$ cat config.mk
export PLATFORM = sky130hd
export DESIGN_NAME = uart_cmd_assembler
export DESIGN_NICKNAME = d
export VERILOG_FILES = /design/src/rtl/uart_pkg.sv /design/src/rtl/uart_cmd_assembler_gap_timer.sv /design/src/rtl/uart_cmd_assembler.sv
export SDC_FILE = /design/constraint.sdc
export NUM_CORES = 1
export LEC_CHECK = 0
export CORE_MARGIN = 10
export CORE_UTILIZATION = 35
export DETAILED_ROUTE_END_ITERATION = 7
export GPL_TIMING_DRIVEN = 0
export PLACE_DENSITY = 0.7
export SYNTH_ARGS = -nofsm -noshare
export SYNTH_HDL_FRONTEND = slang
export SYNTH_SLANG_ARGS = --single-unit
$ cat constraint.sdc
create_clock -name clk -period 4.7 [get_ports clk]
set_input_delay 0.94 -clock clk [delete_from_list [all_inputs] [get_ports clk]]
set_output_delay 0.94 -clock clk [all_outputs]
set_load 0.1 [all_outputs]
$ cat src/rtl/uart_pkg.sv
// Shared types and constants for the UART command assembler.
package uart_pkg;

  typedef enum logic [1:0] {
    IDLE    = 2'd0,
    WAIT_HI = 2'd1,
    WAIT_LO = 2'd2
  } asm_state_t;

  localparam int PKT_BYTES = 3;

endpackage

$ cat src/rtl/uart_cmd_assembler_gap_timer.sv
// Inter-byte gap timer: counts idle cycles while enabled and flags the terminal count.
module uart_gap_timer #(
  parameter int TIMEOUT_CYC = 100000
) (
  input  logic clk,
  input  logic rst_n,
  input  logic en,
  input  logic clr,
  output logic expire
);

  localparam int CW = (TIMEOUT_CYC > 2) ? $clog2(TIMEOUT_CYC) : 1;
  localparam logic [CW-1:0] TERM = CW'(TIMEOUT_CYC - 1);

  logic [CW-1:0] count;

  assign expire = en && (count == TERM);

  // Restarting at the terminal count keeps the counter from ever wrapping.
  always_ff @(posedge clk) begin
    if (!rst_n || clr || !en || expire) begin
      count <= '0;
    end else begin
      count <= count + CW'(1);
    end
  end

endmodule

$ cat src/rtl/uart_cmd_assembler.sv
// Collects opcode/data-high/data-low bytes from the UART receiver into one command word,
// discarding partial packets when the inter-byte gap runs out.
module uart_cmd_assembler
  import uart_pkg::*;
#(
  parameter int TIMEOUT_CYC = 100000
) (
  input  logic                           clk,
  input  logic                           rst_n,
  input  logic                           rx_rdy,
  input  logic [7:0]                     rx_data,
  output logic                           clr_rx_rdy,
  input  logic                           clr_cmd_rdy,
  output logic                           cmd_rdy,
  output logic [7:0]                     cmd_op,
  output logic [8*(PKT_BYTES-1)-1:0]     cmd_data,
  output logic                           timeout_err
);

  localparam int DATA_W = 8 * (PKT_BYTES - 1);

  asm_state_t state_q, state_d;
  logic       rx_rdy_q;
  logic       byte_evt;
  logic       waiting;
  logic       gap_expire;
  logic       load_op, load_hi, load_lo, drop;

  // rx_rdy stays high until the receiver sees our clear, so only its rising edge counts.
  assign byte_evt = rx_rdy & ~rx_rdy_q;
  assign waiting  = (state_q != IDLE);

  uart_gap_timer #(
    .TIMEOUT_CYC(TIMEOUT_CYC)
  ) u_gap_timer (
    .clk   (clk),
    .rst_n (rst_n),
    .en    (waiting),
    .clr   (byte_evt),
    .expire(gap_expire)
  );

  always_ff @(posedge clk) begin
    if (!rst_n) begin
      rx_rdy_q   <= 1'b0;
      clr_rx_rdy <= 1'b0;
    end else begin
      rx_rdy_q   <= rx_rdy;
      clr_rx_rdy <= byte_evt;
    end
  end

  always_ff @(posedge clk) begin
    if (!rst_n) begin
      state_q <= IDLE;
    end else begin
      state_q <= state_d;
    end
  end

  always_comb begin
    state_d = state_q;
    load_op = 1'b0;
    load_hi = 1'b0;
    load_lo = 1'b0;
    drop    = 1'b0;
    unique case (state_q)
      IDLE: begin
        if (byte_evt) begin
          load_op = 1'b1;
          state_d = WAIT_HI;
        end
      end
      WAIT_HI: begin
        if (byte_evt) begin
          load_hi = 1'b1;
          state_d = WAIT_LO;
        end else if (gap_expire) begin
          drop    = 1'b1;
          state_d = IDLE;
        end
      end
      WAIT_LO: begin
        if (byte_evt) begin
          load_lo = 1'b1;
          state_d = IDLE;
        end else if (gap_expire) begin
          drop    = 1'b1;
          state_d = IDLE;
        end
      end
      default: state_d = IDLE;
    endcase
  end

  // The error pulse coincides with the terminal-count cycle; reset suppresses it.
  assign timeout_err = drop & rst_n;

  always_ff @(posedge clk) begin
    if (!rst_n) begin
      cmd_op   <= '0;
      cmd_data <= '0;
      cmd_rdy  <= 1'b0;
    end else begin
      if (load_op) cmd_op <= rx_data;
      if (load_hi) cmd_data[DATA_W-1 -: 8] <= rx_data;
      if (load_lo) cmd_data[7:0] <= rx_data;
      if (load_lo) begin
        cmd_rdy <= 1'b1;
      end else if (load_op || clr_cmd_rdy) begin
        cmd_rdy <= 1'b0;
      end
    end
  end

endmodule

==> Word-level counts from Yosys, hierarchy flattened <==
Cells that the tools add are included.
{ "op_classes": {"n_addsub": 1, "multipliers": 0, "div": 0, "n_lt_le_gt_ge": 0, "eq_ne": 4, "shifts": 0, "muxes": 14, "n_bitwise": 3, "n_reduce_logical": 11} }
{ "op_table": {"columns": ["cell", "n"], "rows": [
  ["17-bit by 1-bit adder with 17-bit output, second input constant", 1],
  ["17-bit equality test, second input constant", 1],
  ["1-bit 2-to-1 mux", 9],
  ["2-bit 2-to-1 mux", 4],
  ["2-bit one-hot mux with 3 select lines", 1],
  ["1-bit logical OR", 4],
  ["2-bit nonzero test", 2],
  ["1-bit AND", 2],
  ["2-bit by 1-bit equality test with 1-bit output, second input constant", 1],
  ["2-bit equality test, second input constant", 1],
  ["1-bit zero test", 2],
  ["2-bit zero test", 1],
  ["2-bit by 1-bit inequality test with 1-bit output, second input constant", 1],
  ["2-bit OR reduction", 1],
  ["1-bit logical AND", 1],
  ["1-bit NOT", 1]
]} }
{ "word_totals": {"register_bits": 46, "latch_bits": 0, "ram_bits": 0, "rom_bits": 0, "inputBits": 12, "out_inout_bits": 27, "elab_cells": 41, "n_memories": 0} }

==> Logic depth before layout (Yosys ltp) <==
Gate-level depths: netlist of run 1.
{ "logic_depth": {"ltp_word": 7, "depth_mapped": 7, "ltp_nobuf": 5} }

==> Modules after synthesis <==
Synthesis of run 1 repeated with hierarchy kept, for this count alone.
{ "hier_totals": {"cells_unflattened": 223, "area_unflattened_um2": 1979.4} }
{ "by_module_without_submodules": {"columns": ["module", "instances", "cells_each", "area_each_um2", "seq_area_each_um2"], "rows": [
  ["uart_cmd_assembler", 1, 137, 1198.6, 580.6],
  ["uart_gap_timer", 1, 86, 780.7, 340.3]
]} }

==> Least setup slack after synthesis of run 1 <==
Ideal clock, no wire load.
{ "synth_path": {"path_kind": "in2out", "start": "input rx_rdy", "end": "output timeout_err", "arrival_ns": 2.276, "required_time_ns": 3.760, "setup_slack_ns": 1.484, "cell_stages": 3, "cell_sequence": "nor2b_1 -> nor3b_1 -> and3_1"} }
{ "synth_between": {"elab_chain_cells": 4} }
{ "synth_rtl": {"columns": ["element", "line", "rtl"], "rows": [
  ["start: declaration", "uart_cmd_assembler.sv:10", "input logic rx_rdy,"],
  ["1-bit AND", "uart_cmd_assembler.sv:30", "assign byte_evt = rx_rdy & ~rx_rdy_q;"],
  ["1-bit 2-to-1 mux", "uart_cmd_assembler.sv:84", "if (byte_evt) begin"],
  ["1-bit 2-to-1 mux", null, null],
  ["1-bit AND", "uart_cmd_assembler.sv:97", "assign timeout_err = drop & rst_n;"],
  ["end: declaration", "uart_cmd_assembler.sv:17", "output logic timeout_err"]
]} }
Every way passes these cells.

==> Final worst setup path of run 1 <==
Same ends and word-level chain as after synthesis.

==> metrics.md, run 1 <==
| Metric | Value |
|---|---|
| Register area | `920.9 um^2` |
| Max frequency | `between 200 and 250 MHz` |
| Sw frac | `0.3110` |
| HPWL Detailed | `roughly 3.4 mm` |
| GP Congestion | `approximately 0.83` |
| Worst Slack Setup Final | `0.4891 ns` |
| Hold Path Class | `reg -> reg` |
| Critical path arrival | `between 3 and 4 ns` |
| Worst-Skew Late Latency | `0.30 ns` |
| Die ar. | `about 9000 um^2` |
| I/O pins | `39` |
| Worst R2R Path Depth | `7` |
| Post-synth top cells | `dfxtp_1, nand2_1, nand3_1` |
| Reg2Reg Launch Point | `u_gap_timer.count[0]$_SDFF_PP0_` |
| Unrepaired setup endpoints after global routing | `no` |
| Register area share after synthesis | `0.4589` |
| Status | `complete, no violations` |
| Clock root buffer | `clkbuf_8` |
| DRT Wirelength | `4.527 mm` |
| Chip Height | `95.73 um` |
| CP required | `3.76 ns` |
| Synth top area share | `0.4589` |
| Worst R2R End | `u_gap_timer.count[11]$_SDFF_PP0_` |
| DRC viols | `0` |
| Cts hold-fix bufs | `0` |
| Most common cell in the netlist | `dfxtp_1` |
| CORE AREA | `5540 um^2` |
| Worst path max stage delay | `approximately 1.1 ns` |
| Hold Path Stages | `2` |
| Pwr dens | `approximately 310 nW/um^2` |
| Diode count | `0` |
| Switching power | `approximately 0.00025 W` |
| Min-delay src | `cmd_data[5]$_SDFFE_PN0P_` |
| Initial Utilization | `0.3622` |
| Slowest cell on the critical path | `clkdlybuf4s50_1` |
| Hold Path End | `cmd_data[5]$_SDFFE_PN0P_` |
| Global-route wire length before repair | `~7.4 mm` |
| Unique cell type count in the Yosys netlist | `39` |
| Worst-path clk slew | `approximately 0.08 ns` |
| Synth top area cells | `dfxtp_1, a21boi_0, nand3_1` |
| Setup_tns | `0 ns` |
| Initial antenna violation count | `0` |
| Setup CP Type | `in -> out` |
| Port bufs | `38` |
| Post-route cell area | `2564 um^2` |
| Area after DPL | `about 2500 um^2` |
| Startpoint class of the critical path | `input port` |
| Die Width | `around 96 um` |
| Util after Layout | `0.4627` |
| Vias in the first global route | `roughly 1600` |
| Rel. slew slack | `0.3328` |
| Post-synth EDFFs | `0` |
| Antenna-violating nets left | `0` |
| Layout Nets | `around 280` |
| Vias | `about 1700` |
| Slew Viols, Final | `0` |
| Synth warn | `0` |
| CTS Buf Count | `5` |
| Cell area after synthesis | `2007 um^2` |
| Post-CTS Setup Repair Bufs | `0` |
| Share of total power in combinational logic | `0.189` |
| #FFs+latches synth | `46` |
| Reg2reg setup slack | `around 3 ns` |
| CP most frequent cell | `clkdlybuf4s50_1` |
| Clock share of power | `0.299` |
| CP Capture Type | `primary output` |
| CP Cell Sequence | `clkdlybuf4s50_1, nor2b_1, nor3b_1, and3_1, clkdlybuf4s50_1` |
| Number of DRC markers in iteration 0 | `28` |
| Vias/cell | `roughly 5` |
| Final setup fails | `0` |
| Fillers | `about 560` |
| GR Overflow Total | `0` |
| CTS tree | `yes` |
| H-tree depth | `2` |
| Largest net degree at the start of global routing | `15` |
| Top FF cell, synth | `dfxtp_1` |
| Async set-reset flop share out of synthesis | `0` |
| FP Rows | `27` |
| Max-cap violations | `0` |
| Seq pwr share | `0.512` |
| Lkg Pwr | `roughly 0.85 nW` |
| Final period util | `0.8959` |
| Pre-CTS setup slack | `roughly 0.45 ns` |
| Layout cell share with drive strength beyond 1 | `0.07090` |
| GRT Resource Usage Total | `0.1014` |
| Setup Skew | `0.007684 ns` |
| Int Power | `between 0.0005 and 0.0006 W` |
| Multi-input gate area | `between 1000 and 1500 um^2` |
| Tmin final | `4.211 ns` |
| Worst setup path startpoint | `rx_rdy` |
| Yosys top cell by area | `dfxtp_1` |
| Clock Tree Buf Depth | `2` |
| Post-CTS sizing | `0` |
| Worst Tran Pin Value | `around 1 ns` |
| Critical Path Fanout Max | `4` |
| Synth Instances | `~220` |
| Drt wl/cell | `roughly 13 um` |
| First-pass DRT Iterations | `4` |
| Synthesized area per cell | `about 9.0 um^2` |
| Clk sinks | `between 40 and 50` |
| Area Overhead vs Synth | `27.74%` |
| Peak VDD IR | `around 170 uV` |
| Final hold violation count | `0` |
| Post-Syn Nets | `between 200 and 250` |
[state kept, by name, indices dropped and copies added (netlist names)]
| signal | cells |
|---|---|
| cmd_data | 16 |
| clr_rx_rdy | 1 |
| state_q | 2 |
| cmd_rdy | 1 |
| cmd_op | 8 |
| rx_rdy_q | 1 |
| u_gap_timer.count | 17 |
[cells by family (layout without fill, tap and decap cells)]
kind of cell,after synthesis,in the layout,synth area share
adder cells (fa/ha/maj),5,5,0.03117
buffers and inverters,14,60,0.03678
AND/OR/NAND/NOR,111,111,0.2961
AO/OA/AOI/OAI,33,33,0.1203
flip-flops,46,46,0.4589
XOR/XNOR,13,13,0.05673
[cells in the final DEF, fill, tap and decap left out, types with 2 or more instances in the layout]
master,n
dfxtp_1,46
clkdlybuf4s50_1,38
nand2_1,33
nand3_1,29
a21boi_0,25
nor2_1,18
clkbuf_1,8
xnor2_1,7
xor2_1,6
ha_1,5
clkbuf_8,5
inv_1,3
nor3_1,3
a21oi_1,3
nand4_1,3
and4_4,2
nor4b_1,2
and3_1,2
buf_2,2
nand3b_1,2
o21ai_0,2
and2_1,2
nor4_1,2
[worst max-delay path, delay by kind of cell]
kind,cells,cell delay [ns]
buffers and inverters,2,1.56
AND/OR/NAND/NOR,3,0.77
[per-stage QoR]
step	power (W)	hold WS (ns)	instances
floorplan	0.0005256	0.4296	222
global placement	0.0005671	0.4427	332
detailed placement	0.0005684	0.4558	332
CTS	0.0008090	0.4682	340
global route	0.0008363	0.4821	340
finish	0.0007965	0.4627	340
[cell type report]
class / instances / share of cell area
inverter: 3 / 0.004392
timing repair buffer: 38 / 0.1484
buffer: 11 / 0.02440
tap: 72 / 0.03514
clock inverter: 2 / 0.005368
sequential: 46 / 0.3592
clock buffer: 6 / 0.02831
multi-input combinational: 162 / 0.3948
[worst max path at each step]
stage | end | slack (ns) | cells past startpoint
CTS | timeout_err | 0.45 | 5
floorplan | timeout_err | 1.48 | 3
finish | timeout_err | 0.49 | 5
global route | timeout_err | 0.31 | 5
global placement | timeout_err | 0.45 | 5
detailed placement | timeout_err | 0.45 | 5
[layer usage]
| layer | share of wire | vias to the layer above | wire (um) | GRT usage |
|---|---|---|---|---|
| li1 | - | 859 | - | - |
| met2 | 0.45 | 34 | 2039 | 0.1716 |
| met3 | 0.080 | 7 | 364 | 0.04047 |
| met5 | 0 | - | 0 | 0 |
| met4 | 0.013 | 0 | 59 | 0.03317 |
| met1 | 0.46 | 766 | 2064 | 0.1142 |
[power by group through the flow]
stage	logic (W)	registers, W	clock network (W)
final	0.000151	0.000407	0.000238
after global routing	0.000162	0.000409	0.000265
after detailed placement	0.000152	0.000417	0
after CTS	0.000152	0.000408	0.000250
after global placement	0.000151	0.000416	0
after floorplan	0.0000458	0.000480	0
Note: power is estimated with default switching activity, not from simulation.
==> run 2: changes to the inputs <==
--- a/config.mk
+++ b/config.mk
@@ -8,7 +8,6 @@
 export CORE_MARGIN = 10
 export CORE_UTILIZATION = 35
 export DETAILED_ROUTE_END_ITERATION = 7
-export GPL_TIMING_DRIVEN = 0
 export PLACE_DENSITY = 0.7
 export SYNTH_ARGS = -nofsm -noshare
 export SYNTH_HDL_FRONTEND = slang
==> metrics.md, run 2 (synthesized netlist as in run 1, its figures left out) <==
| Metric | Value |
|---|---|
| Worst R2R End | `u_gap_timer.count[15]$_SDFF_PP0_ (was u_gap_timer.count[11]$_SDFF_PP0_)` |
| Post-route cell area | `2529 um^2 (was 2564 um^2)` |
| CP Capture Type | `primary output (unchanged)` |
| Setup Skew | `0.009662 ns (was 0.007684 ns)` |
| Final period util | `0.7538 (was 0.8959)` |
| CTS Buf Count | `5 (unchanged)` |
| I/O pins | `39 (unchanged)` |
| Antenna-violating nets left | `0 (unchanged)` |
| Worst Tran Pin Value | `0.9912 ns (was 0.9977 ns)` |
| Largest reg by FF count | `u_gap_timer.count (unchanged)` |
| Hold Path End | `cmd_data[13]$_SDFFE_PN0P_ (was cmd_data[5]$_SDFFE_PN0P_)` |
| Vias | `1656 (was 1666)` |
| Tmin final | `3.543 ns (was 4.211 ns)` |
| Largest net degree at the start of global routing | `32 (was 15)` |
| Max-cap violations | `0 (unchanged)` |
| Global-route wire length before repair | `7.141 mm (was 7.431 mm)` |
| GRT Resource Usage Total | `0.09814 (was 0.1014)` |
| CORE AREA | `5540 um^2 (unchanged)` |
| Worst setup path startpoint | `rx_rdy (unchanged)` |
| Critical path arrival | `2.60 ns (was 3.27 ns)` |
| Diode count | `0 (unchanged)` |
| Inst Count DP | `323 (was 332)` |
| FP Rows | `27 (unchanged)` |
| Max reg flops | `17 (unchanged)` |
| Setup CP Type | `in -> out (unchanged)` |
| Final hold violation count | `0 (unchanged)` |
| Util after Layout | `0.4564 (was 0.4627)` |
| Max frequency | `282.3 MHz (was 237.5 MHz)` |
| CTS tree | `yes (unchanged)` |
| Pwr dens | `314.6 nW/um^2 (was 310.7 nW/um^2)` |
| H-tree depth | `2 (unchanged)` |
| Area Overhead vs Synth | `26.00% (was 27.74%)` |
| Die Width | `95.73 um (unchanged)` |
| Cts hold-fix bufs | `0 (unchanged)` |
| Port bufs | `38 (unchanged)` |
| Hold Path Stages | `2 (unchanged)` |
| GR Overflow Total | `0 (unchanged)` |
| Reg2Reg Launch Point | `state_q[1]$_SDFFE_PN0P_ (was u_gap_timer.count[0]$_SDFF_PP0_)` |
| Post-CTS Setup Repair Bufs | `0 (unchanged)` |
| DRC viols | `0 (unchanged)` |
| Worst-path clk slew | `0.09 ns (was 0.08 ns)` |
| Area after DPL | `2442 um^2 (was 2477 um^2)` |
| Most common cell after layout, fill and taps aside | `dfxtp_1 (unchanged)` |
| Non-filler instance count after layout | `331 (was 340)` |
| Initial antenna violation count | `0 (unchanged)` |
| Critical Path Fanout Max | `31 (was 4)` |
| Vias/cell | `5.003 (was 4.900)` |
| Drt wl/cell | `13.58 um (was 13.31 um)` |
| Commonest cells after routing, fill and taps aside | `dfxtp_1, clkdlybuf4s50_1, nand2_1, nand3_1, a21boi_0 (unchanged)` |
| Post-CTS sizing | `0 (unchanged)` |
| Peak VDD IR | `169.4 uV (was 166.7 uV)` |
| Final setup fails | `0 (unchanged)` |
| Worst R2R Path Depth | `5 (was 7)` |
| Clk sinks | `46 (unchanged)` |
| Initial Utilization | `0.3622 (unchanged)` |
| Min-delay src | `cmd_data[13]$_SDFFE_PN0P_ (was cmd_data[5]$_SDFFE_PN0P_)` |
| Fillers | `554 (was 563)` |
| Die ar. | `9163 um^2 (unchanged)` |
| Worst-Skew Late Latency | `0.30 ns (about the same)` |
| CP required | `3.76 ns (about the same)` |
| Startpoint class of the critical path | `input port (unchanged)` |
| Status | `complete, no violations (unchanged)` |
| Layout cell share with drive strength beyond 1 | `0.07336 (was 0.07090)` |
| Lkg Pwr | `0.8320 nW (was 0.8470 nW)` |
| HPWL Detailed | `3.242 mm (was 3.428 mm)` |
| Chip Height | `95.73 um (unchanged)` |
| Power Total | `0.0007956 W (was 0.0007965 W)` |
| GP Congestion | `0.8056 (was 0.8293)` |
| Biggest regs | `u_gap_timer.count: 17 flops, cmd_data: 16 flops, cmd_op: 8 flops (unchanged)` |
| Clock root buffer | `clkbuf_8 (unchanged)` |
| DRT Wirelength | `4.496 mm (was 4.527 mm)` |
| Rel. slew slack | `0.3371 (was 0.3328)` |
| First-pass DRT Iterations | `4 (unchanged)` |
| Number of DRC markers in iteration 0 | `31 (was 28)` |
| Slew Viols, Final | `0 (unchanged)` |
| Setup_tns | `0 ns (unchanged)` |
| Reg2reg setup slack | `2.99 ns (was 3.00 ns)` |
| Hold Path Class | `reg -> reg (unchanged)` |
| Unrepaired setup endpoints after global routing | `no (unchanged)` |
| Clock Tree Buf Depth | `2 (unchanged)` |
| Layout Nets | `275 (was 284)` |
| Vias in the first global route | `1512 (was 1579)` |
## run 2: cell count changes in the layout (fill, tap and decap cells not counted), sizes merged
cell / change
clkbuf: -7
buf: -1
clkdlybuf4s50: -1
## run 2: critical path: stages
cell	delay [ns]
clkdlybuf4s50_1	0.43
nor2b_2	0.16
buf_4	0.22
nor3b_1	0.40
and3_1	0.27
buf_12	0.18
## run 2: worst max-delay path by stage
| stage | slack, ns | endpoint | cells past startpoint |
|---|---|---|---|
| after global placement | 1.17 | timeout_err | 6 |
| after floorplan | 1.48 | timeout_err | 3 |
| final | 1.16 | timeout_err | 6 |
| after detailed placement | 1.17 | timeout_err | 6 |
| after global routing | 1.03 | timeout_err | 6 |
| after CTS | 1.16 | timeout_err | 6 |
## run 2: where the power goes
group          internal, W  switching (W)
registers         0.000401     0.00000670
clock network     0.000105       0.000136
logic            0.0000400       0.000107
total             0.000546       0.000249
## run 2: final cells by class
type | instances | area (um^2) | share of cell area
Clock buffer | 6 | 72.57 | 0.02870
Clock inverter | 2 | 13.76 | 0.005443
Inverter | 3 | 11.26 | 0.004453
Multi-Input combinational cell | 162 | 1015 | 0.4013
Sequential cell | 46 | 920.9 | 0.3642
Tap cell | 72 | 90.09 | 0.03563
Timing Repair Buffer | 40 | 405.4 | 0.1603
## run 2: stage by stage
step	setup WS, ns	hold slack, ns
after floorplan	1.484	0.4296
final	1.157	0.4631
after global placement	1.167	0.4449
after global routing	1.031	0.4846
after CTS	1.157	0.4689
after detailed placement	1.168	0.4560
## run 2: routing by layer
layer  wire length, um  part of all wire  track usage
met2              2060              0.46       0.1620
met3               386             0.086      0.03813
met1              1978              0.44       0.1112
met5                 0                 0            0
met4                71             0.016      0.04054
